**src/rtl/hilo_muldiv_pkg.sv**
```systemverilog
// Shared definitions for the HI/LO multiply/divide unit: op encodings,
// FSM states, iteration count and the divide-by-zero quotient.
package muldiv_pkg;

  localparam logic [1:0] OP_MULT  = 2'b00;
  localparam logic [1:0] OP_MULTU = 2'b01;
  localparam logic [1:0] OP_DIV   = 2'b10;
  localparam logic [1:0] OP_DIVU  = 2'b11;

  localparam int MD_ITERS = 32;

  // LO value written when the divisor is zero
  localparam logic [31:0] DIV0_QUOT = 32'hFFFF_FFFF;

  typedef enum logic [1:0] {
    ST_IDLE = 2'd0,
    ST_CALC = 2'd1,
    ST_FIX  = 2'd2
  } state_t;

endpackage

```
**src/rtl/hilo_muldiv_if.sv**
```systemverilog
// Execute-stage connection to the multiply/divide unit.
// Handshake: start_i is a request sampled only while busy_o is low; once
// accepted, busy_o stays high until HI/LO are written, and done_o pulses for
// exactly one cycle afterwards. mthi_i/mtlo_i follow the same rule and are
// dropped whenever start_i is accepted in the same cycle or busy_o is high.
interface hilo_muldiv_if;
  logic        start_i;
  logic [1:0]  op_i;
  logic [31:0] rs_i;
  logic [31:0] rt_i;
  logic        mthi_i;
  logic        mtlo_i;
  logic [31:0] mtdata_i;
  logic        busy_o;
  logic        done_o;
  logic [31:0] hi_o;
  logic [31:0] lo_o;

  modport slave (
    input  start_i, op_i, rs_i, rt_i, mthi_i, mtlo_i, mtdata_i,
    output busy_o, done_o, hi_o, lo_o
  );

  modport master (
    output start_i, op_i, rs_i, rt_i, mthi_i, mtlo_i, mtdata_i,
    input  busy_o, done_o, hi_o, lo_o
  );
endinterface

```
**src/rtl/hilo_muldiv_sign_fix.sv**
```systemverilog
// Final sign correction: turns the magnitude product or quotient/remainder
// into the architectural HI/LO values, including the divide-by-zero result.
import muldiv_pkg::*;

module muldiv_sign_fix #(
  parameter int WIDTH = 32
) (
  input  logic [1:0]         op_i,
  input  logic               sign_a_i,
  input  logic               sign_b_i,
  input  logic               div0_i,
  input  logic [2*WIDTH-1:0] acc_i,
  input  logic [WIDTH-1:0]   rem_i,
  output logic [WIDTH-1:0]   hi_o,
  output logic [WIDTH-1:0]   lo_o
);

  logic               is_signed;
  logic               neg_res;
  logic [2*WIDTH-1:0] prod_fix;
  logic [WIDTH-1:0]   quot_fix;
  logic [WIDTH-1:0]   rem_fix;

  // Negate by operand signs; remainder follows the dividend sign
  always_comb begin
    is_signed = ~op_i[0];
    neg_res   = is_signed & (sign_a_i ^ sign_b_i);
    prod_fix  = neg_res ? (~acc_i + 1'b1) : acc_i;
    quot_fix  = neg_res ? (~acc_i[WIDTH-1:0] + 1'b1) : acc_i[WIDTH-1:0];
    rem_fix   = (is_signed & sign_a_i) ? (~rem_i + 1'b1) : rem_i;
    hi_o      = prod_fix[2*WIDTH-1:WIDTH];
    lo_o      = prod_fix[WIDTH-1:0];
    if (op_i[1]) begin
      // Zero divisor leaves the dividend magnitude in the remainder, so the
      // remainder fix already restores the original rs; only LO is forced.
      hi_o = rem_fix;
      lo_o = div0_i ? DIV0_QUOT : quot_fix;
    end
  end

endmodule

```
**src/rtl/hilo_muldiv.sv**
```systemverilog
// Iterative 32-cycle multiply / restoring divide with HI/LO result
// registers. Arithmetic runs on operand magnitudes; signs are applied in FIX.
import muldiv_pkg::*;

module hilo_muldiv #(
  parameter int WIDTH = 32
) (
  input  logic            clk_i,
  input  logic            rst_i,
  hilo_muldiv_if.slave    bus,
  output state_t          dbg_state_o
);

  state_t state_q, state_d;
  logic [4:0] cnt_q, cnt_d;
  logic       load, iterate, commit, mt_en;

  logic [1:0]         op_q;
  logic               sign_a_q, sign_b_q, div0_q;
  logic [WIDTH-1:0]   opnd_q;   // multiplicand or divisor magnitude
  logic [2*WIDTH-1:0] acc_q;    // product accumulator, or quotient in low half
  logic [WIDTH-1:0]   rem_q;    // restored partial remainder
  logic [WIDTH-1:0]   hi_q, lo_q;
  logic               busy_q, done_q;

  logic               in_signed, in_div, neg_a, neg_b;
  logic [WIDTH-1:0]   mag_a, mag_b;
  logic [WIDTH:0]     mul_sum;
  logic [2*WIDTH-1:0] mul_next;
  logic [WIDTH:0]     div_shift;  // 33-bit partial remainder after shift-in
  logic               div_ge;
  logic [WIDTH-1:0]   div_sub;
  logic [WIDTH-1:0]   fix_hi, fix_lo;

  // State and iteration counter registers
  always_ff @(posedge clk_i or posedge rst_i) begin
    if (rst_i) begin
      state_q <= ST_IDLE;
      cnt_q   <= '0;
    end else begin
      state_q <= state_d;
      cnt_q   <= cnt_d;
    end
  end

  // Next-state logic and datapath control strobes
  always_comb begin
    state_d = state_q;
    cnt_d   = cnt_q;
    load    = 1'b0;
    iterate = 1'b0;
    commit  = 1'b0;
    mt_en   = 1'b0;
    case (state_q)
      ST_IDLE: begin
        if (bus.start_i) begin
          state_d = ST_CALC;
          cnt_d   = '0;
          load    = 1'b1;
        end else begin
          mt_en = 1'b1;
        end
      end
      ST_CALC: begin
        iterate = 1'b1;
        cnt_d   = cnt_q + 5'd1;
        if (cnt_q == 5'(MD_ITERS - 1)) state_d = ST_FIX;
      end
      ST_FIX: begin
        commit  = 1'b1;
        state_d = ST_IDLE;
      end
      default: state_d = ST_IDLE;
    endcase
  end

  // Operand decode and one shift-add / shift-subtract step
  always_comb begin
    in_signed = ~bus.op_i[0];
    in_div    = bus.op_i[1];
    neg_a     = in_signed & bus.rs_i[WIDTH-1];
    neg_b     = in_signed & bus.rt_i[WIDTH-1];
    mag_a     = neg_a ? (~bus.rs_i + 1'b1) : bus.rs_i;
    mag_b     = neg_b ? (~bus.rt_i + 1'b1) : bus.rt_i;

    mul_sum   = {1'b0, acc_q[2*WIDTH-1:WIDTH]} +
                {1'b0, (acc_q[0] ? opnd_q : {WIDTH{1'b0}})};
    mul_next  = {mul_sum, acc_q[WIDTH-1:1]};

    div_shift = {rem_q, acc_q[WIDTH-1]};
    div_ge    = div_shift >= {1'b0, opnd_q};
    // When div_ge holds the difference is below the divisor, so it fits WIDTH bits
    div_sub   = div_shift[WIDTH-1:0] - opnd_q;
  end

  // Operand latch and iteration registers
  always_ff @(posedge clk_i or posedge rst_i) begin
    if (rst_i) begin
      op_q     <= '0;
      sign_a_q <= 1'b0;
      sign_b_q <= 1'b0;
      div0_q   <= 1'b0;
      opnd_q   <= '0;
      acc_q    <= '0;
      rem_q    <= '0;
    end else if (load) begin
      op_q     <= bus.op_i;
      sign_a_q <= neg_a;
      sign_b_q <= neg_b;
      div0_q   <= in_div & (bus.rt_i == '0);
      opnd_q   <= in_div ? mag_b : mag_a;
      acc_q    <= {{WIDTH{1'b0}}, (in_div ? mag_a : mag_b)};
      rem_q    <= '0;
    end else if (iterate) begin
      if (op_q[1]) begin
        rem_q <= div_ge ? div_sub : div_shift[WIDTH-1:0];
        acc_q <= {acc_q[2*WIDTH-1:WIDTH], acc_q[WIDTH-2:0], div_ge};
      end else begin
        acc_q <= mul_next;
      end
    end
  end

  muldiv_sign_fix #(.WIDTH(WIDTH)) u_sign_fix (
    .op_i     (op_q),
    .sign_a_i (sign_a_q),
    .sign_b_i (sign_b_q),
    .div0_i   (div0_q),
    .acc_i    (acc_q),
    .rem_i    (rem_q),
    .hi_o     (fix_hi),
    .lo_o     (fix_lo)
  );

  // HI/LO written by a completed operation or by MTHI/MTLO while idle
  always_ff @(posedge clk_i or posedge rst_i) begin
    if (rst_i) begin
      hi_q <= '0;
      lo_q <= '0;
    end else if (commit) begin
      hi_q <= fix_hi;
      lo_q <= fix_lo;
    end else if (mt_en) begin
      if (bus.mthi_i) hi_q <= bus.mtdata_i;
      if (bus.mtlo_i) lo_q <= bus.mtdata_i;
    end
  end

  // Registered busy and done status
  always_ff @(posedge clk_i or posedge rst_i) begin
    if (rst_i) begin
      busy_q <= 1'b0;
      done_q <= 1'b0;
    end else begin
      busy_q <= (state_d != ST_IDLE);
      done_q <= commit;
    end
  end

  assign bus.busy_o  = busy_q;
  assign bus.done_o  = done_q;
  assign bus.hi_o    = hi_q;
  assign bus.lo_o    = lo_q;
  assign dbg_state_o = state_q;

endmodule

```
**src/flat_wrapper.sv**
```systemverilog
// flat-port wrapper written by rule: the top's interface ports become plain ports
module hilo_muldiv_flat 
#(
  parameter int WIDTH = 32
)
  (clk_i, rst_i, dbg_state_o, bus_start_i, bus_op_i, bus_rs_i, bus_rt_i, bus_mthi_i, bus_mtlo_i, bus_mtdata_i, bus_busy_o, bus_done_o, bus_hi_o, bus_lo_o);
  hilo_muldiv_if bus_i ();
  input  logic clk_i;
  input  logic rst_i;
  output state_t dbg_state_o;
  input wire logic [$bits(bus_i.start_i)-1:0] bus_start_i;
  input wire logic [$bits(bus_i.op_i)-1:0] bus_op_i;
  input wire logic [$bits(bus_i.rs_i)-1:0] bus_rs_i;
  input wire logic [$bits(bus_i.rt_i)-1:0] bus_rt_i;
  input wire logic [$bits(bus_i.mthi_i)-1:0] bus_mthi_i;
  input wire logic [$bits(bus_i.mtlo_i)-1:0] bus_mtlo_i;
  input wire logic [$bits(bus_i.mtdata_i)-1:0] bus_mtdata_i;
  output wire logic [$bits(bus_i.busy_o)-1:0] bus_busy_o;
  output wire logic [$bits(bus_i.done_o)-1:0] bus_done_o;
  output wire logic [$bits(bus_i.hi_o)-1:0] bus_hi_o;
  output wire logic [$bits(bus_i.lo_o)-1:0] bus_lo_o;
  assign bus_i.start_i = bus_start_i;
  assign bus_i.op_i = bus_op_i;
  assign bus_i.rs_i = bus_rs_i;
  assign bus_i.rt_i = bus_rt_i;
  assign bus_i.mthi_i = bus_mthi_i;
  assign bus_i.mtlo_i = bus_mtlo_i;
  assign bus_i.mtdata_i = bus_mtdata_i;
  assign bus_busy_o = bus_i.busy_o;
  assign bus_done_o = bus_i.done_o;
  assign bus_hi_o = bus_i.hi_o;
  assign bus_lo_o = bus_i.lo_o;
  hilo_muldiv #(.WIDTH(WIDTH)) u_core (.clk_i(clk_i), .rst_i(rst_i), .bus(bus_i), .dbg_state_o(dbg_state_o));
endmodule
```
**config.mk**
```make
export PLATFORM = sky130hd
export DESIGN_NAME = hilo_muldiv_flat
export DESIGN_NICKNAME = d
export VERILOG_FILES = /design/src/rtl/hilo_muldiv_pkg.sv /design/src/rtl/hilo_muldiv_if.sv /design/src/rtl/hilo_muldiv_sign_fix.sv /design/src/rtl/hilo_muldiv.sv /design/src/flat_wrapper.sv
export SDC_FILE = /design/constraint.sdc
export NUM_CORES = 1
export LEC_CHECK = 0
export ABC_AREA = 1
export CAP_MARGIN = 10
export CORE_MARGIN = 5
export CORE_UTILIZATION = 26
export CTS_CLUSTER_SIZE = 24
export DETAILED_ROUTE_END_ITERATION = 8
export PLACE_DENSITY_LB_ADDON = 0.2
export RECOVER_POWER = 100
export SLEW_MARGIN = 30
export SYNTH_ARGS = -nofsm -noshare
export SYNTH_HDL_FRONTEND = slang
export SYNTH_SLANG_ARGS = --single-unit
```
**constraint.sdc**
```tcl
create_clock -name clk_i -period 17.1 [get_ports clk_i]
set_input_delay 3.42 -clock clk_i [delete_from_list [all_inputs] [get_ports clk_i]]
set_output_delay 3.42 -clock clk_i [all_outputs]
set_load 0.1 [all_outputs]
```
==> qor_table.md, run 1 <==
| Metric | Value | Unit |
|:---|:---|:---|
| Outcome | complete, but fails checks | - |
| Failing checks | max-capacitance violations, max-slew violations | - |
| Adder-Cell Fraction of Synth Area | 4.762 | % |
| Min-Delay Endpoint | u_core.bus.hi_o[5]$_DFFE_PP0P_ | - |
| Insertion delay of the later-clocked pin in the worst-skew pair | 0.59 | ns |
| Commonest non-fill, non-tap cells in the layout | 939 x nand2_1, 393 x inv_1, 347 x nor2_1, 290 x nand3_1, 206 x dfrtp_1 | - |
| Sequence of cells on the critical path | dlygate4sd3_1 > clkinvlp_2 > clkbuf_1 | - |
| Overall die area | 79510 | um2 |
| Post-synthesis xor/xnor area fraction | 3.507 | % |
| CTS max path bufs | 3 | - |
| Dominant register cell in the synthesized netlist | dfrtp_1 | - |
| Via count of the routed design | 21310 | - |
| Synthesized area | 19230 | um2 |
| Clock root buffer master | clkbuf_16 | - |
| Peak Freq | 107.0 | MHz |
| Num ports | 171 | - |
| Pin count of the biggest net entering global routing | 73 | - |
| GRT Resource Usage Total | 20.79 | % |
| Nature of the critical path endpoint | asynchronous set/reset pin | - |
| Multi-input gate area in the final layout | 12120 | um2 |
| Critical-path maximum fanout | 72 | - |
| Die extent in y | 282.0 | um |
| Count of H-tree levels built during CTS | 1 | - |
| Filler Cell Count | 8210 | - |
| Yosys warnings | 0 | - |
| Worst setup skew after layout | 0.01985 | ns |
| Global route total overflow | 0 | - |
| FF-to-FF path depth | 11 | - |
| Capturing point of the worst reg2reg path | u_core.acc_q[20]$_DFFE_PP0P_ | - |
| Total Negative Setup Slacks | 0 | ns |
| Leakage power | 10.71 | nW |
| Initial antenna violation count | 1 | - |
| Synth Area in Compound Gates | 17.10 | % |
| Quantity of gates resized following cts | 0 | - |
| Final Cycle Share | 54.65 | % |
| Tightest slew margin relative to the limit | -175.7 | % |
| Count of flip-flops with a built-in enable after synthesis | 0 | - |
| Cell depth of the worst hold path | 2 | - |
| Worst hold path type | register to register | - |
| Number of buffers added for setup after CTS | 0 | - |
| Total wire length | 86250 | um |
| Most common cell after layout, fill and taps aside | nand2_1 | - |
| Final count of hold timing violations | 0 | - |
| Vias per cell | 5.026 | - |
| Ys async rst share | 100.0 | % |
| Flip-flop and latch area | 5155 | um2 |
| Iteration count of the initial detailed-routing pass | 6 | - |
| Setup violations, final | 0 | - |
| Shortest period the worst path allows | 9.345 | ns |
| Horiz. Die Dim | 282.0 | um |
| Actual transition at the worst max-transition pin | 4.135 | ns |
| Post-detail-place hpwl | 69650 | um |
| Number of clock sinks | 206 | - |
| Number of buffers created by CTS | 28 | - |
| CP arrival | 9.07 | ns |
| Layout area overhead | 18.63 | % |
| Global-route wire length before repair | 127200 | um |
| CTS tree | built | - |
| Final number of max-transition violations | 531 | - |
| Proportion of synthesized chip area in sequential cells | 26.80 | % |
| Number of synthesized register bits | 206 | - |
| Std-Cell Rows | 99 | - |
| DRT antenna net count | 0 | - |
| Reg-to-reg setup timing slack | 10.93 | ns |
| RSZ-0062 raised after global routing | false | - |
| Count of input and output buffers | 170 | - |
| Clock transition at the registers of the reported paths | 0.06 | ns |
| Post-Syn Instances | 3137 | - |
| Critical Path RT | 16.82 | ns |
| Synthesized Nets | 3312 | - |
| Share of cell area taken by muxes after synthesis | 0 | % |
| Initial core utilization | 26.27 | % |
| Critical path class | input pin to asynchronous set/reset pin | - |
| RR Startpoint | u_core.dbg_state_o[1]$_DFF_PP0_ | - |
| Number of max-cap violations | 11 | - |
| Ratio of total power to cell area | 240.8 | nW/um2 |
| Post-synthesis area per instance | 6.131 | um2 |
| Hold buffers post-CTS | 0 | - |
| CP max stage delay | 3.02 | ns |
| Placeable core area | 73210 | um2 |
| Number of unique standard cell types used by synthesis | 55 | - |
| Placer congestion estimate | 0.9378 | - |
| Category of the worst setup path launch point | input pin | - |
| Area fraction in and, or, nand and nor cells after synthesis | 37.53 | % |
| First DRT Iteration DRCs | 1973 | - |
| Dominant combinational cell family by area after synthesis | simple AND/OR/NAND/NOR gates | - |
| Min-delay src | u_core.bus.hi_o[5]$_DFFE_PP0P_ | - |
| Number of global-route vias before repair | 19860 | - |
| Average routed wire per standard cell | 20.35 | um |
| Fraction of final layout cells with drive strength greater than 1 | 4.270 | % |
| Post-layout nets | 3432 | - |
| Slowest library cell on the worst path | clkbuf_1 | - |
| Total Power Consumption | 5.494 | mW |
| Maximum VDD drop | 0.0001114 | V |
| Remaining design rule violation count | 0 | - |
## logic make-up after synthesis
family | Yosys count
buf+inv | 505
fa+ha+maj | 72
xor+xnor | 77
flops | 206
compound gates | 554
simple gates | 1723
## how the worst max path moves through the flow
stage                      startpoint                             to  slack (ns)  cells after the start
after floorplan                 rst_i    u_core.acc_q[0]$_DFFE_PP0P_        8.06                      1
final                           rst_i  u_core.opnd_q[11]$_DFFE_PP0P_        7.75                      3
after CTS                 bus_start_i      u_core.div0_q$_DFFE_PP0P_       11.12                      9
after global routing            rst_i   u_core.rem_q[29]$_DFFE_PP0P_        6.51                      3
after detailed placement  bus_start_i      u_core.div0_q$_DFFE_PP0P_       10.49                      9
after global placement    bus_start_i      u_core.div0_q$_DFFE_PP0P_       10.54                      9
## stage by stage
stage | instances | area, um2 | setup WS (ns) | utilization (%) | hold slack [ns]
2_1_floorplan | 3137 | 19230 | 8.056 | - | 0.4467
5_1_grt | 4238 | 22810 | 6.511 | 31.16 | 0.4915
3_3_place_gp | 4186 | 21890 | 10.54 | 29.90 | 0.4718
6_report | 4239 | 22820 | 7.755 | 31.17 | 0.4771
3_5_place_dp | 4186 | 21870 | 10.49 | 29.87 | 0.4729
4_1_cts | 4238 | 22890 | 11.12 | 31.27 | 0.4890
## per-layer routing
metal	up-vias	wire length [um]	GRT usage [%]
met5	-	0	0
met4	0	2908	6.289
met3	112	5211	2.318
met1	10000	40410	30.68
met2	720	37720	31.93
li1	10470	-	-
## final cells by class
class / instances / share of cell area [%]
clock buffer: 38 / 3.587
antenna: 1 / 0.01097
clock inverter: 14 / 0.8939
sequential: 206 / 22.59
tap: 959 / 5.259
multi-input combinational: 2426 / 53.14
inverter: 401 / 6.603
timing repair buffer: 194 / 7.913
## synthesized netlist by cell type, types with 9 or more instances
master | count | area share [%]
a21boi_1 | 13 | 0.51
a21oi_1 | 177 | 4.6
a221oi_1 | 29 | 1.3
a22oi_1 | 21 | 0.82
a2bb2oi_1 | 24 | 1.1
buf_1 | 9 | 0.18
buf_2 | 38 | 0.99
clkbuf_1 | 51 | 1.0
dfrtp_1 | 206 | 27
ha_1 | 70 | 4.6
inv_1 | 394 | 7.7
nand2_1 | 939 | 18
nand2_2 | 9 | 0.29
nand3_1 | 290 | 7.5
nand3b_1 | 12 | 0.47
nand4_1 | 30 | 0.98
nor2_1 | 354 | 6.9
nor2_2 | 11 | 0.36
nor3_1 | 23 | 0.60
o211ai_1 | 21 | 0.82
o21a_1 | 9 | 0.35
o21ai_0 | 187 | 4.9
o21ai_1 | 12 | 0.31
o22ai_1 | 11 | 0.36
or2_2 | 31 | 1.0
xnor2_1 | 26 | 1.2
xor2_1 | 51 | 2.3
## critical path, delay by kind of cell
kind,cells,cell delay [ns]
buffers and inverters,3,5.52
## sequential cells by signal, summed over array words and instances, names as in the netlist
signal              cells
u_core.acc_q           64
u_core.op_q             2
u_core.div0_q           1
u_core.dbg_state_o      2
u_core.sign_b_q         1
u_core.sign_a_q         1
u_core.bus.done_o       1
u_core.opnd_q          32
u_core.bus.hi_o        32
u_core.cnt_q            5
u_core.rem_q           32
u_core.bus.lo_o        32
u_core.bus.busy_o       1
## power by group
| group | internal, mW | switching, mW |
|---|---|---|
| Combinational | 1.10 | 2.66 |
| Clock | 0.397 | 0.257 |
| Sequential | 0.735 | 0.347 |
| Total | 2.23 | 3.26 |
Power figures use the tool's default switching activity.
==> inputs of run 2 (changes only) <==
==> constraint.sdc (replaced) <==
create_clock -name clk_i -period 7.6 [get_ports clk_i]
set_input_delay 1.52 -clock clk_i [delete_from_list [all_inputs] [get_ports clk_i]]
set_output_delay 1.52 -clock clk_i [all_outputs]
set_load 0.1 [all_outputs]
==> run 2 against run 1 <==
Compared with the run above:
- the run still ends with max-capacitance violations, max-slew violations left
- routed wire length rose by 0.37%
- total power is 120% higher
- non-clock buffer count down 1
- utilization down 0.097 points
- combinational power grew 120%
==> qor_table.md, run 2 (synthesis results as in run 1) <==
| Metric | Value | Unit | Change |
|:---|:---|:---|:---|
| Outcome | complete, but fails checks | - | unchanged |
| Failing checks | max-capacitance violations, max-slew violations | - | unchanged |
| Tightest slew margin relative to the limit | -161.8 | % | was -175.7% |
| Final number of max-transition violations | 243 | - | was 531 |
| Post-detail-place hpwl | 69500 | um | was 69650 um |
| Horiz. Die Dim | 282.0 | um | unchanged |
| CP max stage delay | 1.06 | ns | was 3.02 ns |
| Filler Cell Count | 8159 | - | was 8210 |
| Placeable core area | 73210 | um2 | unchanged |
| Total Negative Setup Slacks | 0 | ns | unchanged |
| Clock transition at the registers of the reported paths | 0.06 | ns | about the same |
| Flip-flop and latch area | 5155 | um2 | unchanged |
| Ratio of total power to cell area | 539.0 | nW/um2 | was 240.8 nW/um2 |
| Wire length on met1 | 40590 | um | was 40410 um |
| Total wire length | 86570 | um | was 86250 um |
| Overall die area | 79510 | um2 | unchanged |
| Insertion delay of the later-clocked pin in the worst-skew pair | 0.58 | ns | was 0.59 ns |
| Routed met2 length | 38070 | um | was 37720 um |
| Critical Path RT | 8.12 | ns | was 16.82 ns |
| GRT Resource Usage Total | 20.93 | % | was 20.79% |
| Non-Filler Instances | 4237 | - | was 4239 |
| Highest Signal Layer | met4 | - | unchanged |
| Slowest library cell on the worst path | clkbuf_1 | - | unchanged |
| Number of clock sinks | 206 | - | unchanged |
| Final setup margin | 2.307 | ns | was 7.755 ns |
| Number of buffers added for setup after CTS | 0 | - | unchanged |
| Global-route wire length before repair | 128600 | um | was 127200 um |
| Category of the worst setup path launch point | input pin | - | unchanged |
| Worst slack at placement | 3.095 | ns | was 10.49 ns |
| Critical path class | input pin to register | - | was input pin to asynchronous set/reset pin |
| Pin count of the biggest net entering global routing | 131 | - | was 73 |
| Iteration count of the initial detailed-routing pass | 8 | - | was 6 |
| Number of buffers created by CTS | 29 | - | was 28 |
| Maximum VDD drop | 0.0002123 | V | was 0.0001114 V |
| Count of H-tree levels built during CTS | 1 | - | unchanged |
| CP arrival | 5.82 | ns | was 9.07 ns |
| Vias per cell | 5.029 | - | was 5.026 |
| Final Cycle Share | 69.65 | % |  |
| Via count of the routed design | 21310 | - | about the same |
| Average routed wire per standard cell | 20.43 | um | was 20.35 um |
| Initial core utilization | 26.27 | % | unchanged |
| Critical-path maximum fanout | 33 | - | was 72 |
| Top cell by count, worst path | inv_1 | - |  |
| Layout area overhead | 18.26 | % | was 18.63% |
| Peak Freq | 188.9 | MHz |  |
| Reg with most FFs | u_core.acc_q | - | unchanged |
| Fraction of final layout cells with drive strength greater than 1 | 4.333 | % | was 4.270% |
| Num ports | 171 | - | unchanged |
| Worst hold path type | register to register | - | unchanged |
| Initial antenna violation count | 2 | - | was 1 |
| Number of global-route vias before repair | 19960 | - | was 19860 |
| Remaining design rule violation count | 0 | - | unchanged |
| Number of max-cap violations | 4 | - | was 11 |
| Post-layout nets | 3432 | - | unchanged |
| Hold buffers post-CTS | 0 | - | unchanged |
| Placer congestion estimate | 0.9256 | - | was 0.9378 |
| Actual transition at the worst max-transition pin | 3.928 | ns | was 4.135 ns |
| DRT antenna net count | 0 | - | unchanged |
| Count of input and output buffers | 170 | - | unchanged |
| Die extent in y | 282.0 | um | unchanged |
| Sequence of cells on the critical path | dlygate4sd3_1 > nand2_1 > nor2_2 > clkbuf_1 > inv_1 > nor2_4 > buf_4 > a21oi_1 > nand3_1 > o21ai_0 > inv_1 | - | was dlygate4sd3_1 > clkinvlp_2 > clkbuf_1 |
| Multi-input gate area in the final layout | 12140 | um2 | was 12120 um2 |
| Met3 routed wirelength | 5080 | um | was 5211 um |
| Worst setup skew after layout | 0.01250 | ns | was 0.01985 ns |
| Max reg flops | 64 | - | unchanged |
| Std-Cell Rows | 99 | - | unchanged |
| Leakage power | 10.68 | nW | was 10.71 nW |
| Final count of hold timing violations | 0 | - | unchanged |
| Quantity of gates resized following cts | 0 | - | unchanged |
| Clock root buffer master | clkbuf_16 | - | unchanged |
| Global route total overflow | 0 | - | unchanged |
| CTS max path bufs | 3 | - | unchanged |
| RSZ-0062 raised after global routing | false | - | unchanged |
| First DRT Iteration DRCs | 2087 | - | was 1973 |
| Number of instances in the placed design | 4185 | - | was 4186 |
| Nature of the critical path endpoint | register | - | was asynchronous set/reset pin |
| Shortest period the worst path allows | 5.293 | ns |  |
| Commonest non-fill, non-tap cells in the layout | 939 x nand2_1, 392 x inv_1, 345 x nor2_1, 290 x nand3_1, 206 x dfrtp_1 | - | was 939 x nand2_1, 393 x inv_1, 347 x nor2_1, 290 x nand3_1, 206 x dfrtp_1 |
| Setup violations, final | 0 | - | unchanged |
| CTS tree | built | - | unchanged |
| Most common cell after layout, fill and taps aside | nand2_1 | - | unchanged |
run 2: cell count changes in the layout (fill, tap and decap cells not counted), moves of 2 or more:
cell / previous run / this run
o21ai_0: 190 / 188
bufinv_16: 4 / 2
nor2_1: 347 / 345
clkinv_4: 3 / 0
inv_6: 0 / 3
clkbuf_8: 8 / 2
buf_4: 12 / 18
o21ai_2: 1 / 3
run 2: per-stage QoR:
step                      instance area [um2]  hold WS (ns)  util [%]  power, mW
final                                   22740        0.4787     31.07      12.26
after global routing                    22740        0.5051     31.07      13.20
after global placement                  21900        0.4677     29.91      10.90
after CTS                               22770        0.4843     31.10      12.28
after floorplan                         19230        0.4467         -      8.222
after detailed placement                21870        0.4680     29.87      10.87
run 2: area by class of cell:
cell class | instances | share of cell area, %
multi-input combinational | 2426 | 53.38
sequential | 206 | 22.66
timing repair buffer | 193 | 8.065
inverter | 401 | 6.623
tap | 959 | 5.276
clock buffer | 41 | 3.477
clock inverter | 10 | 0.5006
antenna | 1 | 0.01100
run 2: worst paths after layout:
path / startpoint / endpoint / slack [ns] / depth (start not counted)
setup / recovery: bus_start_i / u_core.acc_q[5]$_DFFE_PP0P_ / 2.31 / 11
hold / removal: u_core.bus.hi_o[15]$_DFFE_PP0P_ / u_core.bus.hi_o[15]$_DFFE_PP0P_ / 0.48 / 2
setup reg to reg: u_core.dbg_state_o[1]$_DFF_PP0_ / u_core.bus.hi_o[1]$_DFFE_PP0P_ / 2.52 / 8
hold reg to reg: u_core.bus.hi_o[15]$_DFFE_PP0P_ / u_core.bus.hi_o[15]$_DFFE_PP0P_ / 0.48 / 2
max in group asynchronous: rst_i / u_core.opnd_q[16]$_DFFE_PP0P_ / 3.15 / 3
min in group asynchronous: rst_i / u_core.bus.hi_o[31]$_DFFE_PP0P_ / 2.52 / 2
run 2: critical path, delay by kind of cell:
family | cells | cell delay (ns)
buffers and inverters | 5 | 2.91
AND/OR/NAND/NOR | 4 | 1.15
AO/OA/AOI/OAI | 2 | 0.19
run 2: per-layer routing:
| layer | track usage (%) | vias up |
|---|---|---|
| li1 | - | 10460 |
| met1 | 31.07 | 10040 |
| met2 | 32.62 | 712 |
| met3 | 1.822 | 98 |
| met4 | 5.712 | 0 |
| met5 | 0 | - |
run 2: power by group:
group	leakage [nW]	total [mW]	internal, mW	switching, mW
registers	2.45	2.44	1.65	0.792
clock network	0.441	1.36	0.789	0.576
logic	7.78	8.45	2.47	5.98
total	10.7	12.3	4.91	7.35
==> inputs of run 3 (changes only) <==
==> constraint.sdc (replaced) <==
create_clock -name clk_i -period 4.75 [get_ports clk_i]
set_input_delay 0.95 -clock clk_i [delete_from_list [all_inputs] [get_ports clk_i]]
set_output_delay 0.95 -clock clk_i [all_outputs]
set_load 0.1 [all_outputs]
==> run 3 against run 2 <==
Compared with the run above:
- the flow still finishes with violations (max-capacitance violations, max-slew violations)
- total power increased by 62%
- utilization increased by 0.077 points
- hold slack improved by 0.0033 ns
- sequential power increased by 60%
- via count increased by 0.79%
- final cell count increased by 0.14%
- highest routed layer unchanged
==> qor_table.md, run 3 (synthesis results as in run 1) <==
| Metric | Value | Unit | Change |
|:---|:---|:---|:---|
| Outcome | complete, but fails checks | - | unchanged |
| Failing checks | max-capacitance violations, max-slew violations | - | unchanged |
| Non-Filler Instances | 4243 | - | was 4237 |
| RSZ-0062 raised after global routing | false | - | unchanged |
| Max reg flops | 64 | - | unchanged |
| Final number of max-transition violations | 155 | - | was 243 |
| Number of instances in the placed design | 4191 | - | was 4185 |
| Average routed wire per standard cell | 20.80 | um | was 20.43 um |
| Num ports | 171 | - | unchanged |
| Reg-to-reg setup timing slack | 0.90 | ns | was 2.52 ns |
| Final Cycle Share | 83.66 | % |  |
| Fraction of final layout cells with drive strength greater than 1 | 4.082 | % | was 4.333% |
| Overall die area | 79510 | um2 | unchanged |
| Peak Freq | 251.6 | MHz |  |
| Capturing point of the worst reg2reg path | u_core.rem_q[11]$_DFFE_PP0P_ | - | was u_core.bus.hi_o[1]$_DFFE_PP0P_ |
| Tightest hold margin | 0.4820 | ns | was 0.4787 ns |
| Placer congestion estimate | 0.9742 | - | was 0.9256 |
| Clock root buffer master | clkbuf_16 | - | unchanged |
| CP max stage delay | 1.19 | ns | was 1.06 ns |
| Worst setup skew after layout | 0.02248 | ns | was 0.01250 ns |
| Iteration count of the initial detailed-routing pass | 5 | - | was 8 |
| Via count of the routed design | 21480 | - | was 21310 |
| Placeable core area | 73210 | um2 | unchanged |
| Commonest non-fill, non-tap cells in the layout | 943 x nand2_1, 394 x inv_1, 354 x nor2_1, 291 x nand3_1, 206 x dfrtp_1 | - | was 939 x nand2_1, 392 x inv_1, 345 x nor2_1, 290 x nand3_1, 206 x dfrtp_1 |
| Total Power Consumption | 19.80 | mW | was 12.26 mW |
| Met3 routed wirelength | 5314 | um | was 5080 um |
| FF-to-FF path depth | 12 | - | was 8 |
| Min-delay src | u_core.bus.hi_o[15]$_DFFE_PP0P_ | - | unchanged |
| Ratio of total power to cell area | 868.4 | nW/um2 | was 539.0 nW/um2 |
| Maximum VDD drop | 0.0003541 | V | was 0.0002123 V |
| Clock transition at the registers of the reported paths | 0.06 | ns | about the same |
| RR Startpoint | u_core.rem_q[9]$_DFFE_PP0P_ | - | was u_core.dbg_state_o[1]$_DFF_PP0_ |
| Slowest library cell on the worst path | clkbuf_1 | - | unchanged |
| Die extent in y | 282.0 | um | unchanged |
| Layout area overhead | 18.55 | % | was 18.26% |
| Category of the worst setup path launch point | input pin | - | unchanged |
| Highest Signal Layer | met4 | - | unchanged |
| GRT Resource Usage Total | 21.39 | % | was 20.93% |
| Worst hold path type | register to register | - | unchanged |
| Nature of the critical path endpoint | register | - | unchanged |
| Tightest slew margin relative to the limit | -36.37 | % | was -161.8% |
| Final count of hold timing violations | 0 | - | unchanged |
| Setup violations, final | 0 | - | unchanged |
| Shortest period the worst path allows | 3.974 | ns |  |
| Std-Cell Rows | 99 | - | unchanged |
| Critical path class | input pin to register | - | unchanged |
| Routed met2 length | 39560 | um | was 38070 um |
| Pin count of the biggest net entering global routing | 78 | - | was 131 |
| Actual transition at the worst max-transition pin | 2.046 | ns | was 3.928 ns |
| Initial antenna violation count | 1 | - | was 2 |
| Post-layout nets | 3437 | - | was 3432 |
| Number of buffers added for setup after CTS | 0 | - | unchanged |
| Initial core utilization | 26.27 | % | unchanged |
| Leakage power | 10.74 | nW | was 10.68 nW |
| Global-route wire length before repair | 131600 | um | was 128600 um |
| CP arrival | 4.42 | ns | was 5.82 ns |
| Reg with most FFs | u_core.acc_q | - | unchanged |
| Number of global-route vias before repair | 20240 | - | was 19960 |
| Sequence of cells on the critical path | dlygate4sd3_1 > nand2_1 > nor2_1 > nor2_2 > nor2_1 > clkbuf_1 > inv_1 > nand2_1 > o21ai_0 | - | was dlygate4sd3_1 > nand2_1 > nor2_2 > clkbuf_1 > inv_1 > nor2_4 > buf_4 > a21oi_1 > nand3_1 > o21ai_0 > inv_1 |
| Quantity of gates resized following cts | 0 | - | unchanged |
| Horiz. Die Dim | 282.0 | um | unchanged |
| Insertion delay of the later-clocked pin in the worst-skew pair | 0.58 | ns | about the same |
| Remaining design rule violation count | 0 | - | unchanged |
| Critical-path maximum fanout | 25 | - | was 33 |
| Vias per cell | 5.062 | - | was 5.029 |
| First DRT Iteration DRCs | 1925 | - | was 2087 |
| Beginning of the critical path | bus_start_i | - | unchanged |
| Total wire length | 88250 | um | was 86570 um |
| Count of input and output buffers | 170 | - | unchanged |
| DRT antenna net count | 0 | - | unchanged |
| Final core utilization | 31.15 | % | was 31.07% |
| Critical Path RT | 5.19 | ns | was 8.12 ns |
| Global route total overflow | 0 | - | unchanged |
| Number of buffers created by CTS | 28 | - | was 29 |
| Count of H-tree levels built during CTS | 1 | - | unchanged |
| Total Negative Setup Slacks | 0 | ns | unchanged |
| CP Capture Point | u_core.acc_q[56]$_DFFE_PP0P_ | - | was u_core.acc_q[5]$_DFFE_PP0P_ |
| Hold buffers post-CTS | 0 | - | unchanged |
| Number of clock sinks | 206 | - | unchanged |
| CTS max path bufs | 3 | - | unchanged |
| Post-detail-place hpwl | 71270 | um | was 69500 um |
| Number of max-cap violations | 5 | - | was 4 |
| Most common cell after layout, fill and taps aside | nand2_1 | - | unchanged |
| CTS tree | built | - | unchanged |
| Wire length on met1 | 40650 | um | was 40590 um |
[run 3: cell type report]
type	count	area, um2
timing repair buffer	199	1869
clock buffer	41	829.5
sequential	206	5155
inverter	401	1506
multi-input combinational	2426	12080
tap	959	1200
antenna	1	2.502
clock inverter	10	157.7
fill	8225	50410
[run 3: layer usage]
layer	vias up	GRT usage, %
li1	10460	-
met1	10220	31.04
met2	686	33.84
met3	105	2.600
met4	0	5.410
met5	-	0
[run 3: stage by stage]
| stage | setup slack [ns] | instance area, um2 |
|---|---|---|
| floorplan | 1.128 | 19240 |
| global placement | 1.116 | 21950 |
| detailed placement | 1.123 | 21910 |
| CTS | 1.468 | 22900 |
| global route | 0.5994 | 22800 |
| finish | 0.7761 | 22800 |
[run 3: power by group]
group	switching (mW)	internal, mW
logic	9.65	3.95
clock network	0.919	1.38
registers	1.26	2.64
[run 3: critical path, delay by kind of cell]
kind / cells / cell delay [ns]
buf+inv: 3 / 2.39
simple gates: 5 / 0.95
compound gates: 1 / 0.10
[run 3: worst min-delay path by stage]
stage	to	slack, ns	depth (start not counted)
3_5_place_dp	u_core.bus.hi_o[15]$_DFFE_PP0P_	0.48	2
4_1_cts	u_core.bus.hi_o[15]$_DFFE_PP0P_	0.49	2
3_3_place_gp	u_core.bus.lo_o[25]$_DFFE_PP0P_	0.47	2
2_1_floorplan	u_core.div0_q$_DFFE_PP0P_	0.45	2
6_report	u_core.bus.hi_o[15]$_DFFE_PP0P_	0.48	2
5_1_grt	u_core.bus.hi_o[15]$_DFFE_PP0P_	0.50	2
